--- config.mk ---
export PLATFORM = sky130hd
export DESIGN_NAME = vscale_mp_hasti_sram
export DESIGN_NICKNAME = d
export VERILOG_FILES = /design/src/rtl/vscale_mp_hasti_sram.sv
export SDC_FILE = /design/constraint.sdc
export NUM_CORES = 2
export LEC_CHECK = 0
export CORE_ASPECT_RATIO = 0.6
export CORE_UTILIZATION = 46
export CTS_BUF_LIST = sky130_fd_sc_hd__clkbuf_8 sky130_fd_sc_hd__clkbuf_16
export DETAILED_ROUTE_END_ITERATION = 16
export HOLD_SLACK_MARGIN = 0.1
export PLACE_DENSITY = 0.74
export SLEW_MARGIN = 20
export SYNTH_ARGS = -nofsm -noshare
export SYNTH_HDL_FRONTEND = slang
export SYNTH_SLANG_ARGS = --single-unit
export TNS_END_PERCENT = 30
--- constraint.sdc ---
create_clock -name hclk_i -period 3.2 [get_ports hclk_i]
set_input_delay 0.32 -clock hclk_i [delete_from_list [all_inputs] [get_ports hclk_i]]
set_output_delay 0.32 -clock hclk_i [all_outputs]
set_load 0.02 [all_outputs]
--- src/rtl/vscale_mp_hasti_sram.sv ---
// Multi-port HASTI SRAM: NPORTS symmetric zero-wait-state slave ports over one shared word array.
// Same-cycle writes merge per byte lane (lowest port wins); illegal transfers get a two-cycle ERROR.
module vscale_mp_hasti_sram #(
  parameter int NPORTS = 2,
  parameter int NWORDS = 32
) (
  input  logic                  hclk_i,
  input  logic                  reset_i,
  input  logic [NPORTS*32-1:0]  haddr_i,
  input  logic [NPORTS-1:0]     hwrite_i,
  input  logic [NPORTS*3-1:0]   hsize_i,
  input  logic [NPORTS*3-1:0]   hburst_i,
  input  logic [NPORTS-1:0]     hmastlock_i,
  input  logic [NPORTS*4-1:0]   hprot_i,
  input  logic [NPORTS*2-1:0]   htrans_i,
  input  logic [NPORTS*32-1:0]  hwdata_i,
  output logic [NPORTS*32-1:0]  hrdata_o,
  output logic [NPORTS-1:0]     hready_o,
  output logic [NPORTS-1:0]     hresp_o
);

  localparam int WIDX = (NWORDS > 1) ? $clog2(NWORDS) : 1;

  typedef enum logic [2:0] {IDLE_DP, RD_DP, WR_DP, ERR1, ERR2} state_e;

  logic [31:0]     mem     [NWORDS];
  logic            wr_en   [NPORTS];
  logic [WIDX-1:0] wr_idx  [NPORTS];
  logic [3:0]      wr_mask [NPORTS];

  logic unused_ok;
  assign unused_ok = ^{hburst_i, hmastlock_i, hprot_i, htrans_i};

  genvar gi;
  generate
    for (gi = 0; gi < NPORTS; gi++) begin : g_port
      state_e          state_q, state_d;
      logic [WIDX-1:0] idx_q, idx_d;
      logic [1:0]      size_q, size_d;
      logic [1:0]      off_q, off_d;
      logic [31:0]     addr;
      logic [2:0]      size_in;
      logic            legal;
      logic [3:0]      lane_base;

      assign addr    = haddr_i[32*gi +: 32];
      assign size_in = hsize_i[3*gi +: 3];

      always_comb begin
        legal = (size_in <= 3'd2) && (addr[31:2] < 30'(NWORDS));
        if (size_in == 3'd1 && addr[0])
          legal = 1'b0;
        if (size_in == 3'd2 && addr[1:0] != 2'b00)
          legal = 1'b0;
      end

      // ERR1 is the only state with hready low, so every other state samples an address phase.
      always_comb begin
        state_d = state_q;
        idx_d   = idx_q;
        size_d  = size_q;
        off_d   = off_q;
        if (state_q == ERR1) begin
          state_d = ERR2;
        end else if (htrans_i[2*gi+1]) begin
          if (legal) begin
            state_d = hwrite_i[gi] ? WR_DP : RD_DP;
            idx_d   = addr[WIDX+1:2];
            size_d  = size_in[1:0];
            off_d   = addr[1:0];
          end else begin
            state_d = ERR1;
          end
        end else begin
          state_d = IDLE_DP;
        end
      end

      always_ff @(posedge hclk_i or posedge reset_i) begin
        if (reset_i) begin
          state_q <= IDLE_DP;
          idx_q   <= '0;
          size_q  <= '0;
          off_q   <= '0;
        end else begin
          state_q <= state_d;
          idx_q   <= idx_d;
          size_q  <= size_d;
          off_q   <= off_d;
        end
      end

      always_comb begin
        case (size_q)
          2'd0:    lane_base = 4'h1;
          2'd1:    lane_base = 4'h3;
          default: lane_base = 4'hF;
        endcase
      end

      assign hready_o[gi]           = (state_q != ERR1);
      assign hresp_o[gi]            = (state_q == ERR1) || (state_q == ERR2);
      assign hrdata_o[32*gi +: 32]  = (state_q == RD_DP) ? mem[idx_q] : 32'h0;
      assign wr_en[gi]              = (state_q == WR_DP);
      assign wr_idx[gi]             = idx_q;
      assign wr_mask[gi]            = lane_base << off_q;
    end
  endgenerate

  // Highest port is applied first so a lower port's later assignment wins on shared lanes.
  always_ff @(posedge hclk_i) begin
    for (int p = NPORTS - 1; p >= 0; p--) begin
      if (wr_en[p]) begin
        for (int b = 0; b < 4; b++) begin
          if (wr_mask[p][b])
            mem[wr_idx[p]][8*b +: 8] <= hwdata_i[32*p + 8*b +: 8];
        end
      end
    end
  end

endmodule

# Word level (Yosys, flattened, before mapping)
# Memory sizes are Yosys's and may differ from the RTL's.
# Index checks and enable logic that the tools add are counted.
[word_totals]
word_cells = 87
in_bits = 158
mem_bits_ro = 0
latch_bits = 0
output_inout_bits = 68
regBits = 24
ram_bits = 1024
mem_count = 1
[mem_list]
columns = ["name", "depth", "width", "rd", "rd_clocked_by_memory_dff", "write_ports", "line", "text"]
rows = [
  ["mem", 32, 32, 2, 0, 2, "26", "logic [31:0] mem [NWORDS];"],
]
[op_classes]
mul = 0
div = 0
mux = 40
n_lt_le_gt_ge = 4
n_shift = 2
n_eq_ne = 16
n_reduce_logical = 14
add_sub_neg = 0
n_bitwise = 2
[ops]
columns = ["op", "count"]
rows = [
  ["$mux W32", 2],
  ["$lt A30 B6 Y1 const B", 2],
  ["$mux W1", 28],
  ["$eq A3 B2 Y1 const B", 6],
  ["$pmux W4 S2", 2],
  ["$eq A3 B1 Y1 const B", 4],
  ["$mux W3", 4],
  ["$mux W2", 4],
  ["$shl A4 B2 Y4", 2],
  ["$eq A3 B3 Y1 const B", 2],
  ["$le A3 B2 Y1 const B", 2],
  ["$logic_and A1 B1 Y1", 6],
  ["$ne A3 B2 Y1 const B", 2],
  ["$reduce_and A3 Y1", 2],
  ["$eq A2 B1 Y1 const B", 2],
  ["$logic_not A2 Y1", 2],
  ["$reduce_bool A2 Y1", 2],
  ["$logic_or A1 B1 Y1", 2],
  ["$not A1 Y1", 2],
]

# Longest topological paths before layout
[depth]
depth_word = 7
ltp_mapped = 8
ltp_nobuf = 4

# Worst setup path before layout
# Ideal clock, no wire load.
[synth_path]
kind = "register to register"
startpoint = "register g_port[1].idx_q[1]"
endpoint = "memory mem[4][0] (enable)"
path_slack_ns = 0.501
setup_time_ns = 0.384
n_path_buf = 4
period_less_slack_ns = 2.699
path_stages_with_launch = 8
arrival_time_ns = 2.315
required_time_ns = 2.816
cell_sequence = "dfrtp_1 > clkbuf_1 > buf_2 > buf_1 > buf_1 > nor2_1 > nand3_1 > o21ai_0"
[synth_rtl]
columns = ["element", "line", "text"]
rows = [
  ["from (decl)", "38", "logic [WIDX-1:0] idx_q, idx_d;"],
  ["from (signal assigned)", "87", "idx_q <= idx_d;"],
  ["to (decl)", "26", ""],
]

# Worst setup path after layout
[layout_path]
startpoint = "register g_port[0].idx_q[0]"
endpoint = "output port hrdata_o[30]"
[layout_via]
elab_chain_len = 2
[layout_rtl]
columns = ["element", "line", "text"]
rows = [
  ["from (decl)", "38", ""],
  ["from (signal assigned)", "87", ""],
  ["$mem_v2 Z32 W32", "--", ""],
  ["$mux W32", "103", "assign hrdata_o[32*gi +: 32] = (state_q == RD_DP) ? mem[idx_q] : 32'h0;"],
  ["to (decl)", "17", "output logic [NPORTS*32-1:0] hrdata_o,"],
]
# No other way between the ends.

==> results.sh <==
export IMPL_run_status="complete, but fails checks"
export IMPL_failing_checks="negative setup slack"
export IMPL_power_frac_seq=0.515
export IMPL_final_net_count=5407
export IMPL_routedWlPerCell_um=35.84
export IMPL_final_cell_area_um2=77470
export IMPL_synth_warnings=0
export IMPL_dpl_hpwl_um=175900
export IMPL_power_share_combinational=0.058
export IMPL_antenna_found_initial=8
export IMPL_critPathRequiredTime_ps=2880
export IMPL_crit_family="buffers and inverters"
export IMPL_io_buffer_count=207
export IMPL_power_switching_share=0.2337
export IMPL_yosysSeqAreaShare=0.5037
export IMPL_worst_setup_hold_path_clk_slew_ps=60
export IMPL_critical_path_arrival_ps=3200
export IMPL_synth_cells=4766
export IMPL_die_height_um=286.9
export IMPL_cts_htree_levels=3
export IMPL_share_of_post_route_cells_with_drive_strength_above_1=0.4426
export IMPL_row_count=104
export IMPL_synth_seq_cells=1048
export IMPL_clock_skew_ps=58.47
export IMPL_power_switching_w=0.006843
export IMPL_max_cap_viol_count=0
export IMPL_timing_critical_path_cells="buf_12 -> buf_6 -> buf_16 -> buf_16 -> mux2i_1 -> o22ai_1 -> nor4_2 -> a21oi_2 -> buf_6"
export IMPL_worstRegToRegCells=7
export IMPL_synthArstFlopShare=0.02290
export IMPL_grt_overflow=0
export IMPL_maximum_number_of_pins_on_one_net_before_global_route_repair=40
export IMPL_drt_first_pass_iters=9
export IMPL_setup_viol=71
export IMPL_number_of_global_route_vias_before_repair=47313
export IMPL_cellInternalPower_w=0.02243
export IMPL_synth_edf_count=1024
export IMPL_cts_made_buffers=103
export IMPL_grt_pass1_wl_um=347300
export IMPL_power_per_cell_area_nw_per_um2=377.9
export IMPL_overall_routed_net_length_um=256100
export IMPL_final_report_hold_violation_count=0
export IMPL_dominantRegCellSynth="sky130_fd_sc_hd__edfxtp_1"
export IMPL_endpoint="hrdata_o[30]"
export IMPL_drcViolationCount=0
export IMPL_r2r_start="g_port[1].idx_q[1]"
export IMPL_clkLatencyLatePin_ps=800
export IMPL_worstMarginPinSlew_ps=1184
export IMPL_initial_core_utilization=0.4640
export IMPL_floorplan_die_width_um=476.9
export IMPL_synth_fp_nets=4924
export IMPL_slew_headroom=0.2082
export IMPL_pin_count=226
export IMPL_min_period_ps=3518
export IMPL_tritoncts_num_sinks=1048
export IMPL_first_iter_violations=9032
export IMPL_worstSetupPathDepth=9
export IMPL_vdd_ir_drop_max_v=0.0004291
export IMPL_setup_worst_path_class="reg2out"
export IMPL_cpPeakStageDelay_ps=490
export IMPL_worst_setup_path_startpoint="g_port[0].idx_q[0]"
export IMPL_clk_root_buf="sky130_fd_sc_hd__clkbuf_16"
export IMPL_die_area_um2=136800
export IMPL_timing_critical_path_slowest_stage_cell="sky130_fd_sc_hd__nor4_2"
export IMPL_worstHoldPathType="in2reg"
export IMPL_area_of_placed_instances_um2=69520
export IMPL_finalMaxSlewViolations=0
export IMPL_crit_fanout=15
export IMPL_routed_via_count=50378
export IMPL_tritoncts="done"
export IMPL_endpoint_kind="output port"
export IMPL_fin_worst_setup_slack_ps=-318.5
export IMPL_layout_cells_non_filler=7144
export IMPL_drtAntennaViolNets=0
export IMPL_grt_setup_unrepaired="true"
export IMPL_power_leakage_nw=24.31
export IMPL_dp_cells=6814
export IMPL_global_route_usage_total=0.3545
export IMPL_clock_buffer_depth=3
export IMPL_critPathLaunchType="flop"
export IMPL_finish_utilization=0.5774
export IMPL_synthesis_area_um2=62240
export IMPL_critPathBufInv=5
export IMPL_gp_congestion=1.029
export IMPL_route_detailed_vias_per_inst=7.052
export IMPL_post_synth_cell_area_avg_um2=13.06
export IMPL_period_share=1.100
export IMPL_yosysUniqueCellTypes=48
export IMPL_reg2reg_setup_slack_ps=-40
export IMPL_crit_reg2reg_capture="mem[5][28]"
export IMPL_area_delta_synth_final_pct=24.45
export IMPL_clkPwrFrac=0.427
export IMPL_core_um2=134200
export IMPL_fmaxAchievable_ghz=0.2842
-- synthesized netlist by cell type, types with 15 or more instances --
cell type / number / share of area
sky130_fd_sc_hd__dfrtp_1: 24 / 0.0096
sky130_fd_sc_hd__edfxtp_1: 1024 / 0.49
sky130_fd_sc_hd__nor4_1: 140 / 0.014
sky130_fd_sc_hd__buf_1: 23 / 0.0014
sky130_fd_sc_hd__nand3_1: 15 / 0.0012
sky130_fd_sc_hd__nand2_1: 76 / 0.0046
sky130_fd_sc_hd__mux2_2: 1037 / 0.19
sky130_fd_sc_hd__o22ai_1: 584 / 0.059
sky130_fd_sc_hd__buf_2: 21 / 0.0017
sky130_fd_sc_hd__clkbuf_1: 457 / 0.028
sky130_fd_sc_hd__a21oi_1: 69 / 0.0055
sky130_fd_sc_hd__nor2_1: 58 / 0.0035
sky130_fd_sc_hd__o21ai_0: 59 / 0.0047
sky130_fd_sc_hd__nor2_2: 19 / 0.0019
sky130_fd_sc_hd__mux2i_1: 1024 / 0.16
-- routing by layer --
layer	global-route usage	share of wire	wire (um)
met1	0.5099	0.38	97110
met2	0.4564	0.38	97090
met3	0.1563	0.19	49820
met4	0.1419	0.047	12000
met5	0	0.00013	34
-- worst min-delay path, delay by kind of cell --
family / cells / cell delay, ps
simple gates: 1 / 120
buf+inv: 1 / 400
compound gates: 1 / 50
-- flip-flops by register name (all words and copies together), names as in the netlist --
| name | cells |
|---|---|
| g_port.idx_q | 10 |
| g_port.off_q | 4 |
| g_port.size_q | 4 |
| g_port.state_q | 6 |
| mem | 1024 |
-- stage by stage --
stage               setup slack, ps  TNS (ps)  hold slack, ps  power, W
floorplan                     501.3         0           334.6   0.01634
CTS                          -284.7     -8947           116.6   0.02916
detailed placement           -206.7    -658.1           569.6   0.01702
global route                 -259.5     -9753           160.7   0.02975
global placement             -198.8    -454.7           556.2   0.01696
finish                       -318.5     -9717           146.6   0.02927
-- cell type report --
type	instances	area, um^2
Clock inverter	82	726.9
Multi-Input combinational cell	3211	31460
Tap cell	1802	2255
Inverter	5	18.77
Sequential cell	1048	31370
Fill cell	10362	56690
Clock buffer	104	2591
Antenna cell	12	30.03
Timing Repair Buffer	880	9019
-- layout by cell type (no fill, tap or decap), types with 16 or more instances in the layout --
cell,count
sky130_fd_sc_hd__buf_6,61
sky130_fd_sc_hd__buf_12,67
sky130_fd_sc_hd__a21oi_1,40
sky130_fd_sc_hd__nor2_1,58
sky130_fd_sc_hd__edfxtp_1,1024
sky130_fd_sc_hd__o21ai_0,58
sky130_fd_sc_hd__nand2_1,76
sky130_fd_sc_hd__clkdlybuf4s50_1,135
sky130_fd_sc_hd__mux2_2,1037
sky130_fd_sc_hd__o22ai_2,77
sky130_fd_sc_hd__clkinv_1,21
sky130_fd_sc_hd__mux2i_4,40
sky130_fd_sc_hd__a21oi_2,25
sky130_fd_sc_hd__buf_16,33
sky130_fd_sc_hd__mux2i_1,892
sky130_fd_sc_hd__nor4_4,16
sky130_fd_sc_hd__nor4_1,67
sky130_fd_sc_hd__o22ai_4,21
sky130_fd_sc_hd__inv_1,20
sky130_fd_sc_hd__nor4_2,62
sky130_fd_sc_hd__nor2_2,19
sky130_fd_sc_hd__mux2i_2,92
sky130_fd_sc_hd__buf_4,537
sky130_fd_sc_hd__o22ai_1,486
sky130_fd_sc_hd__clkbuf_16,117
sky130_fd_sc_hd__clkinv_2,16
-- power groups by stage --
| stage | Sequential (W) | Clock (W) | Combinational, W |
|---|---|---|---|
| 3_3_place_gp | 0.0154 | 0 | 0.00159 |
| 5_1_grt | 0.0151 | 0.0129 | 0.00178 |
| 4_1_cts | 0.0151 | 0.0124 | 0.00165 |
| 3_5_place_dp | 0.0154 | 0 | 0.00164 |
| 2_1_floorplan | 0.0154 | 0 | 0.000969 |
| 6_report | 0.0151 | 0.0125 | 0.00171 |
-- cell families (layout without fill, tap and decap cells) --
| group | after synthesis | count (layout) | synth area share |
|---|---|---|---|
| flip-flops | 1048 | 1048 | 0.5037 |
| multiplexers | 2066 | 2066 | 0.3532 |
| buffers and inverters | 507 | 1071 | 0.03102 |
| other | 0 | 12 | 0 |
| AND/OR/NAND/NOR | 426 | 426 | 0.04225 |
| AO/OA/AOI/OAI | 719 | 719 | 0.06989 |
-- how the worst min path moves through the flow --
stage,start,slack [ps],cells past startpoint,endpoint
floorplan,reset_i,330,1,g_port[0].idx_q[0]
global placement,reset_i,560,2,g_port[1].off_q[0]
detailed placement,reset_i,570,2,g_port[1].off_q[0]
CTS,htrans_i[1],120,3,g_port[0].state_q[1]
global route,hwrite_i[1],160,3,g_port[1].state_q[1]
finish,htrans_i[1],150,3,g_port[0].state_q[1]
-- what timing repair did --
action | 4_1_cts | 5_1_grt
setup buffers | 48 | 57
resized for setup | 528 | 265
endpoints found under the hold margin | 8 | 0
hold buffers | 2 | 0
endpoints found under the setup margin | 64 | 64
cloned | 18 | 14
pin swaps | 66 | 53
(Power assumes the default switching activity.)
